[config.mk]
export PLATFORM = sky130hd
export DESIGN_NAME = mult_booth_seq_flat
export DESIGN_NICKNAME = d
export VERILOG_FILES = /design/src/rtl/mult_booth_seq_if.sv /design/src/rtl/mult_booth_seq.sv /design/src/flat_wrapper.sv
export SDC_FILE = /design/constraint.sdc
export NUM_CORES = 1
export LEC_CHECK = 0
export BUFFER_PORTS_ARGS = -buffer_cell sky130_fd_sc_hd__buf_2
export CORE_ASPECT_RATIO = 0.6
export CORE_MARGIN = 2
export CORE_UTILIZATION = 35
export CTS_BUF_LIST = sky130_fd_sc_hd__clkbuf_16
export DETAILED_ROUTE_END_ITERATION = 6
export HOLD_SLACK_MARGIN = 0.05
export PLACE_DENSITY = 0.56
export SLEW_MARGIN = 20
export SYNTH_ARGS = -nofsm -noshare
export SYNTH_HDL_FRONTEND = slang
export SYNTH_SLANG_ARGS = --single-unit
export TNS_END_PERCENT = 30
[constraint.sdc]
create_clock -name clk -period 7.1 [get_ports clk]
set_input_delay 0.71 -clock clk [delete_from_list [all_inputs] [get_ports clk]]
set_output_delay 0.71 -clock clk [all_outputs]
set_load 0.05 [all_outputs]
[src/rtl/mult_booth_seq_if.sv]
// Handshake and result bundle for the sequential Booth multiplier.
// The master drives the start/operand side; the slave is the multiplier itself.
interface mult_booth_seq_if #(
    parameter int WIDTH = 32
);
    logic                 start;
    logic [WIDTH-1:0]     operand_a;
    logic [WIDTH-1:0]     operand_b;
    logic                 busy;
    logic                 result_rdy;
    logic [2*WIDTH-1:0]   product;
    logic [WIDTH-1:0]     result;
    logic                 overflow;

    modport master (
        output start, operand_a, operand_b,
        input  busy, result_rdy, product, result, overflow
    );

    modport slave (
        input  start, operand_a, operand_b,
        output busy, result_rdy, product, result, overflow
    );
endinterface

[src/rtl/mult_booth_seq.sv]
// Sequential radix-4 (modified Booth) signed multiplier, two multiplier bits per cycle.
// Full 2*WIDTH product, low word and overflow are registered on entry to DONE and held.
module mult_booth_seq #(
    parameter int WIDTH = 32
) (
    input  logic              clk,
    input  logic              clr,
    mult_booth_seq_if.slave   bus
);
    localparam int PW = 2 * WIDTH + 1;
    localparam int AW = WIDTH + 2;
    localparam int CW = $clog2(WIDTH / 2) + 1;

    typedef enum logic [1:0] {
        S_IDLE = 2'd0,
        S_RUN  = 2'd1,
        S_DONE = 2'd2
    } state_t;

    state_t                r_state;
    state_t                w_state_next;
    logic [WIDTH-1:0]      r_a;
    logic [PW-1:0]         r_p;
    logic [CW-1:0]         r_cnt;
    logic [2*WIDTH-1:0]    r_product;
    logic                  r_overflow;

    logic                  w_busy;
    logic                  w_rdy;
    logic                  w_start_ok;
    logic                  w_last;
    logic [AW-1:0]         w_acc_ext;
    logic [AW-1:0]         w_a1;
    logic [AW-1:0]         w_a2;
    logic [AW-1:0]         w_addend;
    logic [AW-1:0]         w_sum;
    logic [PW-1:0]         w_p_next;
    logic [2*WIDTH-1:0]    w_prod_final;
    logic [WIDTH:0]        w_hi;
    logic                  w_ovf_final;

    assign w_start_ok = bus.start && (r_state != S_RUN);
    assign w_last     = (r_cnt == CW'(WIDTH / 2 - 1));

    // Two guard bits on the accumulator keep +/-2A of the most negative A exact
    assign w_acc_ext = {{2{r_p[PW-1]}}, r_p[PW-1:WIDTH+1]};
    assign w_a1      = {{2{r_a[WIDTH-1]}}, r_a};
    assign w_a2      = {r_a[WIDTH-1], r_a, 1'b0};

    always_comb begin
        w_addend = '0;
        case (r_p[2:0])
            3'b001, 3'b010: w_addend = w_a1;
            3'b011:         w_addend = w_a2;
            3'b100:         w_addend = -w_a2;
            3'b101, 3'b110: w_addend = -w_a1;
            default:        w_addend = '0;
        endcase
    end

    // Arithmetic shift right by two: the sum's sign bits flow down into the upper word
    assign w_sum        = w_acc_ext + w_addend;
    assign w_p_next     = {w_sum, r_p[WIDTH:2]};
    assign w_prod_final = {w_sum, r_p[WIDTH:3]};
    assign w_hi         = w_prod_final[2*WIDTH-1:WIDTH-1];
    assign w_ovf_final  = (|w_hi) && !(&w_hi);

    always_comb begin
        w_state_next = r_state;
        w_busy       = 1'b0;
        w_rdy        = 1'b0;
        case (r_state)
            S_IDLE: begin
                if (bus.start) w_state_next = S_RUN;
            end
            S_RUN: begin
                w_busy = 1'b1;
                if (w_last) w_state_next = S_DONE;
            end
            S_DONE: begin
                w_rdy        = 1'b1;
                w_state_next = bus.start ? S_RUN : S_IDLE;
            end
            default: w_state_next = S_IDLE;
        endcase
    end

    always_ff @(posedge clk) begin
        if (!clr) begin
            r_state    <= S_IDLE;
            r_a        <= '0;
            r_p        <= '0;
            r_cnt      <= '0;
            r_product  <= '0;
            r_overflow <= 1'b0;
        end else begin
            r_state <= w_state_next;
            if (w_start_ok) begin
                r_a   <= bus.operand_a;
                r_p   <= {{WIDTH{1'b0}}, bus.operand_b, 1'b0};
                r_cnt <= '0;
            end else if (r_state == S_RUN) begin
                r_p   <= w_p_next;
                r_cnt <= r_cnt + 1'b1;
                if (w_last) begin
                    r_product  <= w_prod_final;
                    r_overflow <= w_ovf_final;
                end
            end
        end
    end

    assign bus.busy       = w_busy;
    assign bus.result_rdy = w_rdy;
    assign bus.product    = r_product;
    assign bus.result     = r_product[WIDTH-1:0];
    assign bus.overflow   = r_overflow;
endmodule
[src/flat_wrapper.sv]
// flat-port wrapper written by rule: the top's interface ports become plain ports
module mult_booth_seq_flat 
#(
    parameter int WIDTH = 32
)
  (clk, clr, bus_start, bus_operand_a, bus_operand_b, bus_busy, bus_result_rdy, bus_product, bus_result, bus_overflow);
  mult_booth_seq_if #(.WIDTH(WIDTH)) bus_i ();
  input  logic clk;
  input  logic clr;
  input wire logic [$bits(bus_i.start)-1:0] bus_start;
  input wire logic [$bits(bus_i.operand_a)-1:0] bus_operand_a;
  input wire logic [$bits(bus_i.operand_b)-1:0] bus_operand_b;
  output wire logic [$bits(bus_i.busy)-1:0] bus_busy;
  output wire logic [$bits(bus_i.result_rdy)-1:0] bus_result_rdy;
  output wire logic [$bits(bus_i.product)-1:0] bus_product;
  output wire logic [$bits(bus_i.result)-1:0] bus_result;
  output wire logic [$bits(bus_i.overflow)-1:0] bus_overflow;
  assign bus_i.start = bus_start;
  assign bus_i.operand_a = bus_operand_a;
  assign bus_i.operand_b = bus_operand_b;
  assign bus_busy = bus_i.busy;
  assign bus_result_rdy = bus_i.result_rdy;
  assign bus_product = bus_i.product;
  assign bus_result = bus_i.result;
  assign bus_overflow = bus_i.overflow;
  mult_booth_seq #(.WIDTH(WIDTH)) u_core (.clk(clk), .clr(clr), .bus(bus_i));
endmodule
==> run summary, run 1 <==
Outcome = completed
WP data arrival = 6.87 ns
Worst Reg-to-Reg Cells = 21
Remaining global-route overflow = 0
Starting Density = 36.0%
PortBufs = 165
# rows = 49
Number of synthesized flops with an enable pin = 0
Fmax = 0.153 GHz
Post-synth ARST share = 0%
Post-layout min period = 6.53 ns
Vias per inst = 5.37
First-pass GRT wire length = 53.2 mm
Top cell type by total area after synthesis = dfxtp_1
Chip height = 141 um
Die area = 32600 um^2
Yosys reg bits = 169
Clk slew on worst S/H paths = 0.07 ns
Placer congestion estimate = 0.873
Synth warn = 0
Final Hold Vio Count = 0
Number of global-route vias before repair = 9454
CORE AREA = 30300 um^2
Worst Path Required = 7.44 ns
Fin. max-slew vios = 0
Pwr Total = 2650 uW
NumNets Final = 1610
Clk_skew = 0.0110 ns
Hold depth = 2
Sequential area share after synthesis = 31.1%
Pleak = 0.00534 uW
Routed vias = 10.3k
Final setup viols = 0
Cells after synthesis = 1448
DR WL/cell = 17.6 um
CTS tree = done
Clock root buffer = clkbuf_16
Fin worst setup slack = 0.570 ns
Most common cell in the synthesized netlist = nand2_1
Initial antenna violation count = 0
Crit Path Max Fanout = 11
Syn Nets = 1552
Fillers = 3155
Crit end category = flop
CP startpoint kind = flop
H-tree depth = 4
Setup slack at placement = 0.669 ns
Max-cap viol count = 0
Layout cell share with drive strength beyond 1 = 15.9%
Die width = 232 um
Setup CP Type = flop to flop
HP Class = flop to flop
Largest net degree at the start of global routing = 73
Ys flop type = dfxtp_1
Peak supply drop = 0.161 mV
Diode count = 0
DRT Wirelength = 33.9 mm
Worst slew pin tran = 0.913 ns
1st-iter DRT viols = 844
Clock sink total = 169
Setup Buffers After CTS = 0
DP Wirelength = 24.7 mm
Clk_lat worst skew = 0.45 ns
Hold_buf cts = 0
Post-Syn Area per Cell = 7.52 um^2
Area growth syn-to-layout = 13.4%
Commonest cells post-synth = 359 x nand2_1, 169 x dfxtp_1, 104 x clkbuf_1, 86 x a21oi_1, 85 x a21boi_0
Synth top area share = 31.1%
Final ANT Viol Nets = 0
P per Cell Area = 214 nW/um^2
1st-pass router iterations = 5
CTS Buf Count = 17
Post-synthesis cell type count = 71
Unrepaired setup endpoints after global routing = false
Total track usage = 20.7%
Ports = 166
Cell area after synthesis = 10900 um^2
Max Root-Sink Buffers = 2
Tcrit/Tclk final = 92.0%
Post-route setup TNS = 0 ns
Top cells by area, synth = dfxtp_1 31%, nand2_1 12%, a21boi_0 5.9%, ha_1 4.1%, a21oi_1 4.0%
# resized after CTS = 0
DRC = 0
Rel. slew slack = 38.3%
## kinds of logic (layout without fill, tap and decap cells)
group	after synthesis	after routing	share of synthesized area (%)
DFF	169	169	31.1
and+or+nand+nor	570	570	23.2
muxes	36	36	3.31
xor gates and xnor gates	77	77	6.19
buffers and inverters	170	240	7.05
AOI/OAI and AO/OA	389	389	24.9
adders and majority gates	37	37	4.32
## where the power goes
part	leakage [uW]	switching [uW]	internal [uW]
logic	0.00367	370	228
registers	0.00138	48.8	985
clock network	0.000302	427	591
## worst max-delay path, cell delays in order, from the launching register on
cell	delay, ns
dfxtp_1	0.36
or4_4	0.58
or2_4	0.30
or3_4	0.42
or2_4	0.27
or3_4	0.34
or3_4	0.36
nand2_1	0.10
xnor2_1	0.08
a221oi_1	0.30
a31oi_1	0.07
ha_1	0.53
nand2_1	0.19
nor4_1	0.37
nand2_1	0.08
a21oi_1	0.21
nor2_1	0.10
xnor2_1	0.33
nand3_1	0.11
or4_1	0.57
or4_1	0.53
a31o_1	0.22
## layout make-up
| class | instances | area (um^2) | share of cell area [%] |
|---|---|---|---|
| well taps | 408 | 510 | 4.13 |
| clock inverters | 14 | 195 | 1.58 |
| inverters | 21 | 78.8 | 0.638 |
| flip-flops and latches | 169 | 3390 | 27.4 |
| multi-input cells | 1109 | 6760 | 54.7 |
| clock buffers | 17 | 425 | 3.44 |
| repair buffers | 188 | 1000 | 8.10 |
## state kept, by name, indices dropped and copies added (netlist names)
name                 cells
u_core.r_cnt             5
u_core.bus.product      64
u_core.r_p              65
u_core.r_state           2
u_core.r_a              32
u_core.bus.overflow      1
## metal layers
metal	wire (um)	track usage [%]	share of wire [%]
met3	2030	4.31	6.0
met4	399	4.82	1.2
met2	14200	29.8	42
met1	17300	31.2	51
met5	0	0	0
## layout by cell type (no fill, tap or decap), drive strengths merged, types with 17 or more instances in the layout
cell type / count
a221oi: 20
dfxtp: 169
o21ai: 52
nor2: 70
inv: 25
a21boi: 86
o211a: 37
mux2i: 36
xnor2: 47
and2: 17
buf: 188
clkbuf: 17
ha: 36
a21oi: 86
a31oi: 17
xor2: 30
nand2: 359
## final timing paths
kind / startpoint / endpoint / slack, ns
worst max-delay path: u_core.r_a[1] / u_core.bus.overflow / 0.57
worst min-delay path: u_core.r_p[36] / u_core.r_p[36] / 0.46
worst max register to register: u_core.r_a[1] / u_core.bus.overflow / 0.57
worst min register to register: u_core.r_p[36] / u_core.r_p[36] / 0.46
## per-stage QoR
stage	cell area [um^2]	utilization, %	instances	hold slack, ns
2_1_floorplan	10900	-	1448	0.441
3_3_place_gp	11700	38.7	1895	0.447
3_5_place_dp	11700	38.7	1895	0.453
4_1_cts	12400	40.8	1926	0.463
5_1_grt	12400	40.8	1926	0.486
6_report	12400	40.8	1926	0.461
(Power assumes the default switching activity.)
==> run 2, diff against run 1 <==
--- a/config.mk
+++ b/config.mk
@@ -6,8 +6,7 @@
 export NUM_CORES = 1
 export LEC_CHECK = 0
 export BUFFER_PORTS_ARGS = -buffer_cell sky130_fd_sc_hd__buf_2
-export CORE_ASPECT_RATIO = 0.6
-export CORE_MARGIN = 2
+export CORE_ASPECT_RATIO = 1.2
 export CORE_UTILIZATION = 35
 export CTS_BUF_LIST = sky130_fd_sc_hd__clkbuf_16
 export DETAILED_ROUTE_END_ITERATION = 6
==> run summary, run 2 (synthesis gave the netlist of run 1 again) <==
Outcome = completed
Layout cell share with drive strength beyond 1 = 15.9% (+0.021 points)
Clock sink total = 169 (unchanged)
Multi-input logic area = 6760 um^2 (about the same)
Reg with most FFs = u_core.r_p
Routed vias = 10.1k (-1.8%)
Setup Buffers After CTS = 0 (unchanged)
Remaining global-route overflow = 0 (unchanged)
Clk_skew = 0.0109 ns (-0.000116 ns)
PortBufs = 165 (unchanged)
Worst Hold Endpoint = u_core.bus.product[44]
Setup CP Type = flop to flop
Peak supply drop = 0.153 mV (-4.7%)
Placer congestion estimate = 0.865 (-0.98%)
CORE AREA = 30600 um^2 (+0.93%)
Unrepaired setup endpoints after global routing = false
First-pass GRT wire length = 48.9 mm (-8.2%)
Clk slew on worst S/H paths = 0.07 ns (about the same)
DR WL/cell = 16.1 um (-8.5%)
Reg area = 3390 um^2 (unchanged)
Post-layout min period = 6.53 ns (+0.00315 ns)
Clk_lat worst skew = 0.44 ns (about the same)
Starting Density = 35.6% (-0.33 points)
Hold_buf cts = 0 (unchanged)
Final ANT Viol Nets = 0 (unchanged)
# resized after CTS = 0 (unchanged)
Clock root buffer = clkbuf_16
Fillers = 3210 (+1.7%)
Ports = 166 (unchanged)
Crit Path Max Fanout = 11 (unchanged)
Diode count = 0 (unchanged)
Commonest cells after routing, fill and taps aside = 356 x nand2_1, 167 x dfxtp_1, 164 x buf_2, 86 x a21oi_1, 85 x a21boi_0
# rows = 70 (+43%)
RR Endpoint = u_core.bus.overflow
Die width = 163 um (-30%)
Max Root-Sink Buffers = 2 (unchanged)
Commonest non-fill, non-tap cell in the layout = nand2_1
Worst slew pin tran = 1.12 ns (+0.212 ns)
Max-cap viol count = 0 (unchanged)
Setup slack at placement = 0.643 ns (-0.0264 ns)
Crit end category = flop
Fmax = 0.153 GHz (about the same)
WP data arrival = 6.87 ns (about the same)
Post-route setup TNS = 0 ns (unchanged)
Worst Reg-to-Reg Cells = 21 (unchanged)
Largest net degree at the start of global routing = 98 (+34%)
HP Class = flop to flop
Max reg flops = 65 (unchanged)
Final Hold Vio Count = 0 (unchanged)
1st-pass router iterations = 5 (unchanged)
Area growth syn-to-layout = 12.7%
HP Start = u_core.bus.product[44]
Initial antenna violation count = 0 (unchanged)
DRC = 0 (unchanged)
Number of global-route vias before repair = 9015 (-4.6%)
DRT Wirelength = 30.8 mm (-9.2%)
Worst reg-to-reg setup slack = 0.57 ns (about the same)
Final setup viols = 0 (unchanged)
CTS Buf Count = 17 (unchanged)
CTS tree = done
Fin worst setup slack = 0.567 ns (-0.00315 ns)
Rel. slew slack = 24.3% (-14 points)
Fin. max-slew vios = 0 (unchanged)
H-tree depth = 4 (unchanged)
Die area = 31800 um^2 (-2.3%)
Vias per inst = 5.31 (-1.1%)
Tcrit/Tclk final = 92.0% (about the same)
P per Cell Area = 207 nW/um^2 (-3.4%)
NumNets Final = 1607 (-0.19%)
Worst R2R Start = u_core.r_a[0]
CP startpoint kind = flop
Worst Path Required = 7.44 ns (about the same)
Hold depth = 2 (unchanged)
DP Wirelength = 22.0 mm (-11%)
1st-iter DRT viols = 795 (-5.8%)
Pleak = 0.00530 uW (-0.82%)
Chip height = 195 um (+39%)
Total track usage = 19.2% (-1.5 points)
[run 2: routing by layer]
metal | track usage, % | part of all wire, %
met2 | 30.1 | 45
met5 | 0 | 0
met3 | 2.70 | 3.7
met4 | 6.09 | 1.7
met1 | 26.9 | 49
[run 2: power breakdown]
| group | switching [uW] | leakage [uW] | internal, uW |
|---|---|---|---|
| Clock | 452 | 0.000272 | 467 |
| Combinational | 365 | 0.00365 | 228 |
| Sequential | 46.3 | 0.00138 | 985 |
[run 2: metrics by stage]
step	power (uW)	cell area (um^2)	hold WS, ns	util [%]	instances
after floorplan	1470	10900	0.441	-	1448
after detailed placement	1640	11700	0.453	38.3	1880
after CTS	2570	12300	0.466	40.1	1912
final	2540	12300	0.462	40.1	1912
after global routing	2680	12300	0.480	40.1	1912
after global placement	1630	11700	0.449	38.3	1880
[run 2: final cells by class]
class                   count  share of cell area (%)
well taps                 396                    4.04
inverters                  21                   0.642
clock buffers              17                    3.47
multi-input cells        1109                    55.1
flip-flops and latches    169                    27.6
clock inverters            15                    1.20
repair buffers            185                    7.97
[run 2: critical path, cell delays in order, from the launching register on]
cell,delay [ns]
dfxtp_1,0.35
or4_4,0.58
or2_4,0.29
or3_4,0.42
or2_4,0.27
or3_4,0.34
or3_4,0.36
nand2_1,0.09
xnor2_1,0.08
a221oi_1,0.31
a31oi_1,0.11
ha_1,0.54
nand2_1,0.17
nor4_1,0.40
a21oi_1,0.12
o21ai_0,0.15
nor2_1,0.13
xnor2_1,0.36
nand3_1,0.11
or4_1,0.52
or4_1,0.52
a31o_1,0.22
[run 2: worst max path at each step]
stage,slack [ns],cells after the start,start,endpoint
after detailed placement,0.64,21,u_core.r_a[0],u_core.bus.overflow
after global routing,0.06,21,u_core.r_a[1],u_core.bus.overflow
after floorplan,1.10,23,u_core.r_a[2],u_core.bus.overflow
after CTS,0.60,21,u_core.r_a[0],u_core.bus.overflow
final,0.57,21,u_core.r_a[0],u_core.bus.overflow
after global placement,0.76,21,u_core.r_a[0],u_core.bus.overflow
